## src/rtl/prog_sequencer.sv

```systemverilog
// rtl/prog_sequencer.sv - program RAM loader and FETCH/DEC/ALU/WRI instruction issuer; single-step build via PROG_SEQ_STEP_EN
module prog_sequencer #(
    parameter int ADDR_W    = 4,
    parameter int PHASE_CYC = 16,
    parameter int DEB_CYC   = 1024
) (
    input  logic              CLK,
    input  logic              RST,
    input  logic              SW_START,
    input  logic              SW_LOAD,
    input  logic [7:0]        SW_INST,
    output logic [7:0]        INST,
    output logic              DEC_EN,
    output logic              ALU_EN,
    output logic              WRI_EN,
    output logic [ADDR_W-1:0] PC,
    output logic [ADDR_W:0]   PLEN,
    output logic              BUSY,
    output logic              FULL
);

    localparam int DEPTH = 2 ** ADDR_W;
    localparam int PH_W  = $clog2(PHASE_CYC);
    localparam int DEB_W = $clog2(DEB_CYC + 1);

    typedef enum logic [2:0] {
        S_IDLE,
        S_FETCH,
        S_DEC,
        S_ALU,
        S_WRI
    } state_t;

    state_t             state_q, state_d;
    logic [ADDR_W-1:0]  pc_q, pc_d;
    logic [ADDR_W:0]    plen_q, plen_d;
    logic [7:0]         inst_q, inst_d;
    logic [PH_W-1:0]    ph_q, ph_d;

    logic               sync1_q, sync2_q;
    logic               deb_q, deb_prev_q;
    logic [DEB_W-1:0]   deb_cnt_q;
    logic               press;

    logic [7:0]         mem [DEPTH];
    logic               mem_we;
    logic               phase_last;
    logic               last_inst;
    logic               full;

    // Button path: two-stage synchroniser, stability counter, then rising-edge detect.
    always_ff @(posedge CLK) begin
        if (RST) begin
            sync1_q    <= 1'b0;
            sync2_q    <= 1'b0;
            deb_q      <= 1'b0;
            deb_prev_q <= 1'b0;
            deb_cnt_q  <= '0;
        end else begin
            sync1_q    <= SW_START;
            sync2_q    <= sync1_q;
            deb_prev_q <= deb_q;
            if (sync2_q == deb_q) begin
                deb_cnt_q <= '0;
            end else if (deb_cnt_q == DEB_W'(DEB_CYC - 1)) begin
                deb_q     <= sync2_q;
                deb_cnt_q <= '0;
            end else begin
                deb_cnt_q <= deb_cnt_q + DEB_W'(1);
            end
        end
    end

    assign press      = deb_q & ~deb_prev_q;
    assign full       = (plen_q == (ADDR_W + 1)'(DEPTH));
    assign phase_last = (ph_q == PH_W'(PHASE_CYC - 1));
    assign last_inst  = ({1'b0, pc_q} == plen_q - (ADDR_W + 1)'(1));

    // Program RAM write port; contents survive reset and are qualified by PLEN.
    always_ff @(posedge CLK) begin
        if (mem_we) begin
            mem[plen_q[ADDR_W-1:0]] <= SW_INST;
        end
    end

    // State and datapath registers.
    always_ff @(posedge CLK) begin
        if (RST) begin
            state_q <= S_IDLE;
            pc_q    <= '0;
            plen_q  <= '0;
            inst_q  <= '0;
            ph_q    <= '0;
        end else begin
            state_q <= state_d;
            pc_q    <= pc_d;
            plen_q  <= plen_d;
            inst_q  <= inst_d;
            ph_q    <= ph_d;
        end
    end

    // Next-state, program counter, length and instruction latch decisions.
    always_comb begin
        state_d = state_q;
        pc_d    = pc_q;
        plen_d  = plen_q;
        inst_d  = inst_q;
        mem_we  = 1'b0;
        case (state_q)
            S_IDLE: begin
                if (press) begin
                    if (SW_LOAD) begin
                        if (!full) begin
                            mem_we = !RST;
                            plen_d = plen_q + (ADDR_W + 1)'(1);
                        end
                    end else if (plen_q != '0) begin
                        state_d = S_FETCH;
`ifndef PROG_SEQ_STEP_EN
                        pc_d    = '0;
`endif
                    end
                end
            end
            S_FETCH: begin
                if (ph_q == '0) begin
                    inst_d = mem[pc_q];
                end
                if (phase_last) begin
                    state_d = S_DEC;
                end
            end
            S_DEC: begin
                if (phase_last) begin
                    state_d = S_ALU;
                end
            end
            S_ALU: begin
                if (phase_last) begin
                    state_d = S_WRI;
                end
            end
            S_WRI: begin
                if (phase_last) begin
                    pc_d = last_inst ? '0 : pc_q + ADDR_W'(1);
`ifdef PROG_SEQ_STEP_EN
                    state_d = S_IDLE;
`else
                    state_d = last_inst ? S_IDLE : S_FETCH;
`endif
                end
            end
            default: state_d = S_IDLE;
        endcase
        // Phase counter restarts on every state entry and wraps within a phase.
        if (state_d != state_q || phase_last || state_q == S_IDLE) begin
            ph_d = '0;
        end else begin
            ph_d = ph_q + PH_W'(1);
        end
    end

    // Outputs: phase strobes on the first cycle of each phase, suppressed while in reset.
    always_comb begin
        DEC_EN = !RST && (state_q == S_DEC) && (ph_q == '0);
        ALU_EN = !RST && (state_q == S_ALU) && (ph_q == '0);
        WRI_EN = !RST && (state_q == S_WRI) && (ph_q == '0);
        BUSY   = (state_q != S_IDLE);
        FULL   = full;
        INST   = inst_q;
        PC     = pc_q;
        PLEN   = plen_q;
    end

endmodule

```

## config.mk

```make
export PLATFORM = sky130hd
export DESIGN_NAME = prog_sequencer
export DESIGN_NICKNAME = d
export VERILOG_FILES = /design/src/rtl/prog_sequencer.sv
export SDC_FILE = /design/constraint.sdc
export NUM_CORES = 1
export LEC_CHECK = 0
export ABC_CLOCK_PERIOD_IN_PS = 3500
export CORE_AREA = 2 2 110 112
export CTS_CLUSTER_DIAMETER = 150
export CTS_CLUSTER_SIZE = 24
export DETAILED_ROUTE_END_ITERATION = 8
export DIE_AREA = 0 0 112 114
export HOLD_SLACK_MARGIN = 0.03
export PLACE_DENSITY = 0.81
export SLEW_MARGIN = 10
export SYNTH_ARGS = -nofsm -noshare
export SYNTH_HDL_FRONTEND = slang
export SYNTH_SLANG_ARGS = --single-unit
```

## constraint.sdc

```tcl
create_clock -name CLK -period 3.5 [get_ports CLK]
set_input_delay 0.7 -clock CLK [delete_from_list [all_inputs] [get_ports CLK]]
set_output_delay 0.7 -clock CLK [all_outputs]
set_load 0.005 [all_outputs]
```

# Word-level counts from Yosys, hierarchy flattened
# Memories as Yosys holds them, arrays and structs flattened. A register that Yosys moved wholly into a read port is not among the register bits.
# Cells that the tools add are included.
classes:
  n_reduce_logical: 20
  n_bitwise: 4
  n_eq_ne: 14
  n_mux: 21
  addsub: 5
op_table:
  columns: ["op", "count"]
  rows:
  - ["$mux W3", 7]
  - ["$mux W4", 5]
  - ["$pmux W3 S5", 1]
  - ["$add A11 B1 Y11 const B", 1]
  - ["$eq A11 B10 Y1 const B", 1]
  - ["$add A4 B1 Y4 const B", 2]
  - ["$ne A2 B2 Y1 const B", 4]
  - ["$pmux W4 S2", 1]
  - ["$mux W1", 7]
  - ["$eq A3 B2 Y1 const B", 2]
  - ["$logic_and A1 B1 Y1", 6]
  - ["$add A5 B1 Y5 const B", 1]
  - ["$eq A4 B5 Y1", 1]
  - ["$eq A5 B5 Y1 const B", 1]
  - ["$reduce_and A5 Y1", 1]
  - ["$reduce_bool A5 Y1", 1]
  - ["$sub A5 B1 Y5 const B", 1]
  - ["$eq A4 B4 Y1 const B", 1]
  - ["$logic_not A4 Y1", 1]
  - ["$reduce_and A2 Y1", 2]
  - ["$reduce_and A4 Y1", 1]
  - ["$eq A3 B1 Y1 const B", 1]
  - ["$eq A3 B3 Y1 const B", 1]
  - ["$logic_not A3 Y1", 1]
  - ["other kinds (10)", 13]
totals:
  wordCells: 74
  out_inout_bits: 22
  in_bits: 12
  mem_count: 1
  reg_bits: 31
  mem_bits_rw: 128
mem_list:
  columns: ["name", "depth", "width", "rd", "rd_ports_with_merged_regs", "wr", "line_no", "rtl"]
  rows:
  - ["mem", 16, 8, 1, 1, 1, "45", "logic [7:0] mem [DEPTH];"]

# Depth between registers and ports, before layout
# Gate-level depths: netlist of the first run.
depth:
  word_depth: 9
  ltp_mapped: 8
  ltp_nobuf: 7

# Least setup slack after synthesis of the first run
# OpenSTA, ideal clock, no wires.
synth_timing:
  path_type: "register -> register"
  start: "register plen_q[0] (netlist: PLEN[0])"
  end: "memory mem[0][0], enable pin"
  arrival_time_ns: 2.311
  synth_period_minus_slack_ns: 2.694
  stages_incl_launch_ff: 9
  required_time_ns: 3.117
  setup_time_ns: 0.383
  setup_slack_ns: 0.806
  path_buffers: 1
  path_cell_list: "dfxtp_1 > inv_1 > ha_1 > and4bb_2 > and4b_1 > clkbuf_2 > and2b_1 > nand2_1 > nor3_1"
synth_via:
  elab_chain_len: 7
synth_rtl:
  columns: ["item", "line_no", "rtl"]
  rows:
  - ["start: declaration", "36", "logic [ADDR_W:0] plen_q, plen_d;"]
  - ["start signal: assignment", "97", "plen_q <= plen_d;"]
  - ["$eq A5 B5 Y1", "75", "assign full = (plen_q == (ADDR_W + 1)'(DEPTH));"]
  - ["net FULL", "19", "output logic FULL"]
  - ["$mux W1", "114", "if (!full) begin"]
  - ["$mux W1", "113", "if (SW_LOAD) begin"]
  - ["$mux W1", "112", "if (press) begin"]
  - ["$mux W1", "110", "case (state_q)"]
  - ["$mux W1", "81", "if (mem_we) begin"]
  - ["$mux W1 (implied by the code)", "82", "mem[plen_q[ADDR_W-1:0]] <= SW_INST;"]
  - ["end: declaration", "45", null]
# The timed path passes the listed nets, and every way through them passes these cells.

# Final worst setup path of the first run
layout_timing:
  start: "register plen_q[0] (netlist: PLEN[0])"
  end: "memory mem[12][0], enable pin"
layout_via:
  elab_chain_len: 7
layout_rtl:
  columns: ["item", "line_no"]
  rows:
  - ["$eq A5 B5 Y1", "75"]
  - ["$mux W1", "114"]
  - ["$mux W1", "113"]
  - ["$mux W1", "112"]
  - ["$mux W1", "110"]
  - ["$mux W1", "81"]
  - ["$mux W1 (implied by the code)", "82"]
# Several ways; a longest one is shown, not always the timed one.

==> impl_metrics.yaml, run 1 <==
sta:
  post-route-period-util: 0.850
  setup_violations: 0
  hold_viol: 0
  max_freq_ghz: 0.336
  tightest_slew_ns: 0.856
  slew_headroom: 0.428
  period_needed_ns: 2.98
  slew_viol_final: 0
  fin_worst_skew_ns: 0.0166
  tns_ns: 0
  final.setup.worst_slack_ns: 0.524
  rsz0062_at_grt: "no"
  hold_ws_ns: 0.444
finish:
  syn_to_final_growth_pct: 15.5
  layout.cells.non_filler: 634
  diodes: 0
  drive_above_1_share: 0.148
  n_fill_cell: 781
  fin_nets: 494
synth:
  syn-num-nets: 450
  syn_inst: 430
  netlist_area_um2: 6850
  yosysUniqueCellTypes: 48
  muxShareOfSynthArea: 0.125
  ys_seq_elements: 167
  synth_xor_area_frac: 0.0256
  synth_compound_area_frac: 0.0422
  synth_fa_ha_area_frac: 0.0146
  yosys.area_share.simple: 0.0917
  syn_area_per_cell_um2: 15.9
  synth_edf_count: 128
  async_reset_ff_frac: 0
  ys_seq_area_frac: 0.675
  synth_warnings: 0
  synthFlopType: "edfxtp_1"
  synth_top_family_by_area: "multiplexers"
critical_path:
  arrival_ns: 3.02
  rrSetupSlack_ns: 0.52
  critPathKind: "register to register"
  cp_max_fo: 8
  startpoint_type: "register"
  required_ns: 3.54
  endpoint_kind: "register"
cts:
  cts_tree: "done"
  post_cts_buffers: 0
  clock_latency_ns: 0.43
  cts.sinks: 167
  htreeDepth: 4
  cts_resized: 0
  clockBufferDepth: 2
  cts_hold_buf: 0
  clk_pin_slew_ns: 0.06
  numCtsBuffers: 17
  cts_root_buf: "clkbuf_16"
grt:
  grt.busiest_layer: "met2"
  grtUsageMet1: 0.322
  use_met3: 0.0744
  antenna_found_initial: 0
  grt_usage: 0.233
  grt_util_met2: 0.357
  grt_overflow: 0
  grt_pass1_wl_um: 21800
  first_global_vias: 3876
  grt_max_degree: 29
placement:
  gp_routability_congestion: 0.829
  pre_cts_ws_ns: 0.578
  io_buffers: 33
  hpwl_um: 8860
  dp.cells: 602
floorplan:
  ioPinCount: 34
  design.die.area_um2: 12800
  core_area_um2: 11700
  dieWidth_um: 112
  start_util: 0.585
  chipHeight_um: 114
  num_rows: 40
drt:
  drt-total-wl_um: 13800
  drc_errors: 0
  antenna_left: 0
  wire_per_inst_um: 21.8
  vias: 3828
  drtIter0Drc: 562
  firstDrtPassIters: 5
  via_per_inst: 6.04
power_and_ir_drop:
  pwr-share-seq: 0.532
  p_sw_uw: 802
  vdd_ir_drop_max_v: 0.000566
  pwr-share-clk: 0.456
  pwr-share-comb: 0.012
  power_density_nw_per_um2: 506
  p_sw_frac: 0.200
  intPower_uw: 3200
  finalPower_uw: 4010
  p_leak_uw: 0.00258
outcome:
  status: "finished, final reports clean"
min_path:
  hp-class: "register to register"
run:
  maxCapViolations: 0
[Yosys cell counts, types with 2 or more instances]
| master | count | area (µm²) |
|---|---|---|
| nand4_1 | 4 | 25.0 |
| mux2i_1 | 10 | 100 |
| a22o_1 | 8 | 70.1 |
| mux4_1 | 10 | 263 |
| nand2b_1 | 6 | 37.5 |
| nand3_1 | 7 | 35.0 |
| xor2_1 | 11 | 96.3 |
| nor3_1 | 12 | 60.1 |
| clkbuf_1 | 9 | 33.8 |
| inv_1 | 8 | 30.0 |
| and3_1 | 3 | 18.8 |
| nor2b_1 | 13 | 81.3 |
| nor2_1 | 41 | 154 |
| mux4_2 | 22 | 495 |
| o21ai_0 | 2 | 10.0 |
| nand4b_1 | 3 | 26.3 |
| buf_2 | 6 | 30.0 |
| a21oi_1 | 13 | 65.1 |
| nand2_1 | 19 | 71.3 |
| a211oi_1 | 8 | 60.1 |
| ha_1 | 8 | 100 |
| nor4b_1 | 2 | 17.5 |
| buf_6 | 2 | 22.5 |
| edfxtp_1 | 128 | 3840 |
| buf_4 | 3 | 22.5 |
| dfxtp_1 | 39 | 781 |
| xnor2_1 | 9 | 78.8 |
| a31oi_1 | 3 | 18.8 |
| a221oi_1 | 2 | 17.5 |
[registers in the layout, summed over array words and instances, names as in the netlist]
| register | cells |
|---|---|
| deb_prev_q | 1 |
| sync1_q | 1 |
| state_q | 3 |
| PC | 4 |
| ph_q | 4 |
| mem | 128 |
| INST | 8 |
| sync2_q | 1 |
| deb_cnt_q | 11 |
| deb_q | 1 |
| PLEN | 5 |
[critical path, cell delays in order (launching register included)]
cell	delay, ns
dfxtp_1	0.49
inv_1	0.12
ha_1	0.30
and4bb_2	0.27
and4b_1	0.37
and2b_1	0.25
nand2_1	0.15
nor2_1	0.64
[cells by family (layout without fill, tap and decap cells)]
group / after synthesis / in the layout
DFF: 167 / 167
and+or+nand+nor: 121 / 121
muxes: 42 / 42
AOI/OAI and AO/OA: 41 / 41
buffers and inverters: 31 / 88
xor gates and xnor gates: 20 / 20
adders and majority gates: 8 / 8
[cell type report]
class / instances / area, µm² / share of cell area
Clock buffer: 19 / 433 / 0.0547
Clock inverter: 13 / 144 / 0.0182
Inverter: 8 / 30.0 / 0.00380
Multi-Input combinational cell: 232 / 2050 / 0.259
Sequential cell: 167 / 4630 / 0.585
Tap cell: 147 / 184 / 0.0233
Timing Repair Buffer: 48 / 443 / 0.0560
[metal layers]
metal / wire, µm / part of all wire
met2: 6620 / 0.48
met5: 0 / 0
met4: 244 / 0.018
met3: 893 / 0.065
met1: 6050 / 0.44
[through the flow]
| stage | utilization | cell area [µm²] |
|---|---|---|
| 6_report | 0.675 | 7910 |
| 2_1_floorplan | - | 6850 |
| 3_5_place_dp | 0.626 | 7330 |
| 5_1_grt | 0.675 | 7910 |
| 3_3_place_gp | 0.626 | 7330 |
| 4_1_cts | 0.675 | 7910 |
[worst paths after layout]
path                  from  depth (start not counted)             to
max                PLEN[0]                          7     mem[12][0]
min          deb_cnt_q[10]                          2  deb_cnt_q[10]
max reg2reg        PLEN[0]                          7     mem[12][0]
min reg2reg  deb_cnt_q[10]                          2  deb_cnt_q[10]
[cell usage in the layout (no fill, tap or decap), drive strengths merged, types with 2 or more instances in the layout]
| cell | netlist | final |
|---|---|---|
| bufinv | 0 | 2 |
| nand3 | 7 | 7 |
| dfxtp | 39 | 39 |
| nor2 | 41 | 41 |
| nor2b | 14 | 14 |
| clkbuf | 11 | 19 |
| nor4b | 2 | 2 |
| a31oi | 3 | 3 |
| clkdlybuf4s50 | 0 | 33 |
| mux2i | 10 | 10 |
| nand4 | 4 | 4 |
| o21ai | 2 | 2 |
| buf | 12 | 15 |
| and3 | 3 | 3 |
| edfxtp | 128 | 128 |
| nand2 | 19 | 19 |
| mux4 | 32 | 32 |
| nor3 | 12 | 12 |
| xor2 | 11 | 11 |
| a221oi | 2 | 2 |
| clkinvlp | 0 | 2 |
| inv | 8 | 12 |
| a22o | 8 | 8 |
| nand2b | 6 | 6 |
| a21oi | 13 | 13 |
| a211oi | 9 | 9 |
| xnor2 | 9 | 9 |
| ha | 8 | 8 |
| and2 | 2 | 2 |
| nand4b | 3 | 3 |
| clkinv | 0 | 5 |
[power by group through the flow]
| stage | registers, µW | logic [µW] | clock network, µW |
|---|---|---|---|
| 6_report | 2130 | 47.8 | 1830 |
| 5_1_grt | 2130 | 52.4 | 1930 |
| 4_1_cts | 2130 | 48.0 | 1850 |
| 3_5_place_dp | 2170 | 47.8 | 0 |
| 3_3_place_gp | 2170 | 44.8 | 0 |
| 2_1_floorplan | 2170 | 7.11 | 0 |
No activity file was read; power rests on OpenSTA's default activity.
==> inputs of run 2 (changes only) <==
CORE_AREA = 2 2 108 110   (was 2 2 110 112)
DIE_AREA = 0 0 110 112   (was 0 0 112 114)
DONT_BUFFER_PORTS = 1   (was unset)
HOLD_SLACK_MARGIN = unset   (was 0.03)
PLACE_DENSITY = 0.79   (was 0.81)
==> impl_metrics.yaml, run 2 (same netlist as run 1, synthesis figures left out) <==
sta:
  slew_headroom: 0.390
  tightest_slew_ns: 0.913
  rsz0062_at_grt: "no"
  post-route-period-util: 0.850
  period_needed_ns: 2.97
  max_freq_ghz: 0.336
  hold_viol: 0
  tns_ns: 0
  slew_viol_final: 0
  hold_ws_ns: 0.338
  fin_worst_skew_ns: 0.00782
  setup_violations: 0
placement:
  io_buffers: 0
  gp_routability_congestion: 0.786
  hpwl_um: 9060
grt:
  first_global_vias: 3676
  antenna_found_initial: 0
  grt_usage: 0.239
  grt_overflow: 0
  grt_max_degree: 29
  grt_pass1_wl_um: 20600
floorplan:
  dieWidth_um: 110
  start_util: 0.613
  ioPinCount: 34
  chipHeight_um: 112
  core_area_um2: 11200
  num_rows: 39
  design.die.area_um2: 12300
finish:
  fin_nets: 457
  layout_commonest_cell: "edfxtp_1"
  drive_above_1_share: 0.156
  diodes: 0
  layout_common_cells: "128 x edfxtp_1, 41 x nor2_1, 38 x dfxtp_1"
  largest_reg_flops: 128
  syn_to_final_growth_pct: 9.76
critical_path:
  arrival_ns: 3.04
  required_ns: 3.56
  startpoint_type: "register"
  endpoint_kind: "register"
  critPathKind: "register to register"
  rrSetupSlack_ns: 0.53
  cp_max_fo: 8
cts:
  cts.sinks: 167
  htreeDepth: 4
  clock_latency_ns: 0.43
  cts_resized: 0
  clk_pin_slew_ns: 0.07
  numCtsBuffers: 17
  cts_root_buf: "clkbuf_16"
  cts_hold_buf: 0
  cts_tree: "done"
  post_cts_buffers: 0
  clockBufferDepth: 2
drt:
  drc_errors: 0
  antenna_left: 0
  drt-total-wl_um: 13700
  drtIter0Drc: 369
  via_per_inst: 6.24
  vias: 3702
  firstDrtPassIters: 4
  wire_per_inst_um: 23.0
power_and_ir_drop:
  p_leak_uw: 0.00243
  power_density_nw_per_um2: 514
  vdd_ir_drop_max_v: 0.000416
run:
  maxCapViolations: 0
outcome:
  status: "finished, final reports clean"
min_path:
  hp-class: "input port to register"
## run 2: path summary, 6_finish.rpt
check	startpoint	endpoint	depth (start not counted)
worst max-delay path	PLEN[0]	mem[13][7]	7
worst min-delay path	RST	deb_prev_q	1
worst max register to register	PLEN[0]	mem[13][7]	7
worst min register to register	deb_cnt_q[10]	deb_cnt_q[10]	2
## run 2: cell type report
class / count / area [µm²]
clock buffer: 18 / 429
clock inverter: 14 / 118
fill: 737 / 3660
inverter: 8 / 30.0
multi-input combinational: 232 / 2050
sequential: 167 / 4630
tap: 143 / 179
timing repair buffer: 11 / 82.6
## run 2: stage by stage
step | area [µm²] | total power (µW) | instances | utilization | setup WS, ns
3_5_place_dp | 6970 | 2180 | 561 | 0.624 | 0.549
6_report | 7510 | 3860 | 593 | 0.672 | 0.526
4_1_cts | 7510 | 3890 | 593 | 0.672 | 0.515
2_1_floorplan | 6850 | 2180 | 430 | - | 0.806
3_3_place_gp | 6970 | 2180 | 561 | 0.624 | 0.647
5_1_grt | 7510 | 3970 | 593 | 0.672 | 0.320
## run 2: worst max-delay path: stages (launching register included)
cell	delay (ns)
dfxtp_1	0.51
inv_1	0.12
ha_1	0.29
and4bb_2	0.28
and4b_1	0.39
and2b_1	0.25
nand2_1	0.20
nor2_1	0.57
## run 2: power by group
group          total, µW  internal [µW]  leakage [µW]  switching, µW
logic               5.73           2.23      0.000700           3.50
clock network       1720            927      0.000266            798
registers           2130           2130       0.00146           1.02
## run 2: layer usage
layer | part of all wire | vias up | wire, µm | global-route usage
li1 | - | 1680 | - | -
met1 | 0.39 | 1830 | 5330 | 0.315
met2 | 0.49 | 164 | 6660 | 0.362
met3 | 0.094 | 28 | 1290 | 0.0708
met4 | 0.028 | 0 | 389 | 0.119
met5 | 0 | - | 0 | 0
==> inputs of run 3 (changes only) <==
ABC_CLOCK_PERIOD_IN_PS = 3000   (was 3500)
clock period = 3 ns   (was 3.5 ns; I/O delays follow)
==> impl_metrics.yaml, run 3 (same netlist as run 1, synthesis figures left out) <==
critical_path:
  startpoint_type: "register"
  critPathKind: "register to register"
  crit_path_top_delay_cell: "dfxtp_1"
  critPathMaxStageDelay_ns: 0.46
  cp_max_fo: 8
  critPathTopFamily: "simple AND/OR/NAND/NOR gates"
  arrival_ns: 2.79
  r2r-end: "mem[0][0]"
  endpoint_kind: "register"
  cp_cell_sequence: "inv_1, ha_1, and4bb_2, and4b_1, and2b_1, nand2_1, nor3_1, buf_4"
  required_ns: 3.13
  crit_buf_inv: 2
  worstReg2RegStart: "PLEN[1]"
  r2r_cells: 8
  rrSetupSlack_ns: 0.34
outcome:
  status: "finished, final reports clean"
floorplan:
  start_util: 0.613
  dieWidth_um: 110
  chipHeight_um: 112
  design.die.area_um2: 12300
  num_rows: 39
  ioPinCount: 34
  core_area_um2: 11200
grt:
  grt_pass1_wl_um: 21100
  first_global_vias: 3685
  grt_usage: 0.246
  antenna_found_initial: 0
  grt_max_degree: 29
  grt_overflow: 0
sta:
  fin_worst_skew_ns: 0.0121
  post-route-period-util: 0.886
  tightest_slew_ns: 0.774
  rsz0062_at_grt: "no"
  hold_ws_ns: 0.232
  slew_headroom: 0.480
  hold_viol: 0
  period_needed_ns: 2.66
  setup_violations: 0
  tns_ns: 0
  max_freq_ghz: 0.376
  slew_viol_final: 0
placement:
  io_buffers: 0
  gp_routability_congestion: 0.782
  hpwl_um: 9310
drt:
  via_per_inst: 6.27
  wire_per_inst_um: 23.3
  drtIter0Drc: 580
  firstDrtPassIters: 5
  antenna_left: 0
  drt-total-wl_um: 14100
  vias: 3805
  drc_errors: 0
cts:
  cts_root_buf: "clkbuf_16"
  post_cts_buffers: 0
  numCtsBuffers: 17
  clk_pin_slew_ns: 0.06
  cts.sinks: 167
  htreeDepth: 4
  cts_tree: "done"
  clock_latency_ns: 0.43
  clockBufferDepth: 2
  cts_hold_buf: 0
  cts_resized: 0
power_and_ir_drop:
  power_density_nw_per_um2: 606
  vdd_ir_drop_max_v: 0.000555
  p_leak_uw: 0.00252
finish:
  syn_to_final_growth_pct: 11.9
  diodes: 0
  layout_common_cells: "128 x edfxtp_1, 41 x nor2_1, 38 x dfxtp_1"
  n_fill_cell: 688
  largest_reg_flops: 128
  layout_commonest_cell: "edfxtp_1"
  fin_nets: 471
  drive_above_1_share: 0.179
min_path:
  hold_depth: 1
  whs_endpoint: "PC[0]"
  min-delay-start: "RST"
  hp-class: "input port to register"
run:
  maxCapViolations: 0
## run 3: cell types whose count changed in the layout (fill, tap and decap cells not counted), sizes merged
cell | before | now
clkinvlp | 2 | 3
bufinv | 0 | 2
inv | 15 | 14
clkinv | 5 | 3
buf | 11 | 25
## run 3: report_power, final
group	total (µW)	internal, µW	switching (µW)
registers	2490	2490	1.19
logic	6.77	2.61	4.16
clock network	2150	1240	906
## run 3: how the worst max path moves through the flow
| stage | to | start | slack [ns] | cells after the start |
|---|---|---|---|---|
| after global placement | mem[0][2] | PLEN[1] | 0.47 | 8 |
| final | mem[0][0] | PLEN[1] | 0.34 | 8 |
| after global routing | mem[0][3] | PLEN[1] | 0.20 | 8 |
| after CTS | mem[0][0] | PLEN[1] | 0.34 | 8 |
| after detailed placement | mem[0][7] | PLEN[1] | 0.36 | 8 |
| after floorplan | mem[0][0] | PLEN[0] | 0.31 | 8 |
## run 3: stage by stage
stage | total power, µW | instances | setup slack [ns] | util | instance area, µm²
finish | 4640 | 607 | 0.341 | 0.686 | 7660
global route | 4760 | 607 | 0.199 | 0.686 | 7660
CTS | 4680 | 607 | 0.336 | 0.686 | 7660
detailed placement | 2540 | 575 | 0.359 | 0.633 | 7070
global placement | 2540 | 575 | 0.471 | 0.633 | 7070
floorplan | 2550 | 430 | 0.306 | - | 6850
## run 3: routing by layer
| metal | track usage | vias to the layer above | part of all wire |
|---|---|---|---|
| li1 | - | 1696 | - |
| met1 | 0.319 | 1955 | 0.41 |
| met2 | 0.382 | 137 | 0.49 |
| met3 | 0.0919 | 17 | 0.076 |
| met4 | 0.0869 | 0 | 0.018 |
| met5 | 0 | - | 0 |
## run 3: final cells by class
| cell class | instances | area [µm²] | area share |
|---|---|---|---|
| clock buffers | 18 | 429 | 0.0560 |
| clock inverters | 14 | 161 | 0.0211 |
| inverters | 8 | 30.0 | 0.00392 |
| multi-input cells | 232 | 2050 | 0.268 |
| flip-flops and latches | 167 | 4630 | 0.604 |
| well taps | 143 | 179 | 0.0233 |
| repair buffers | 25 | 188 | 0.0245 |
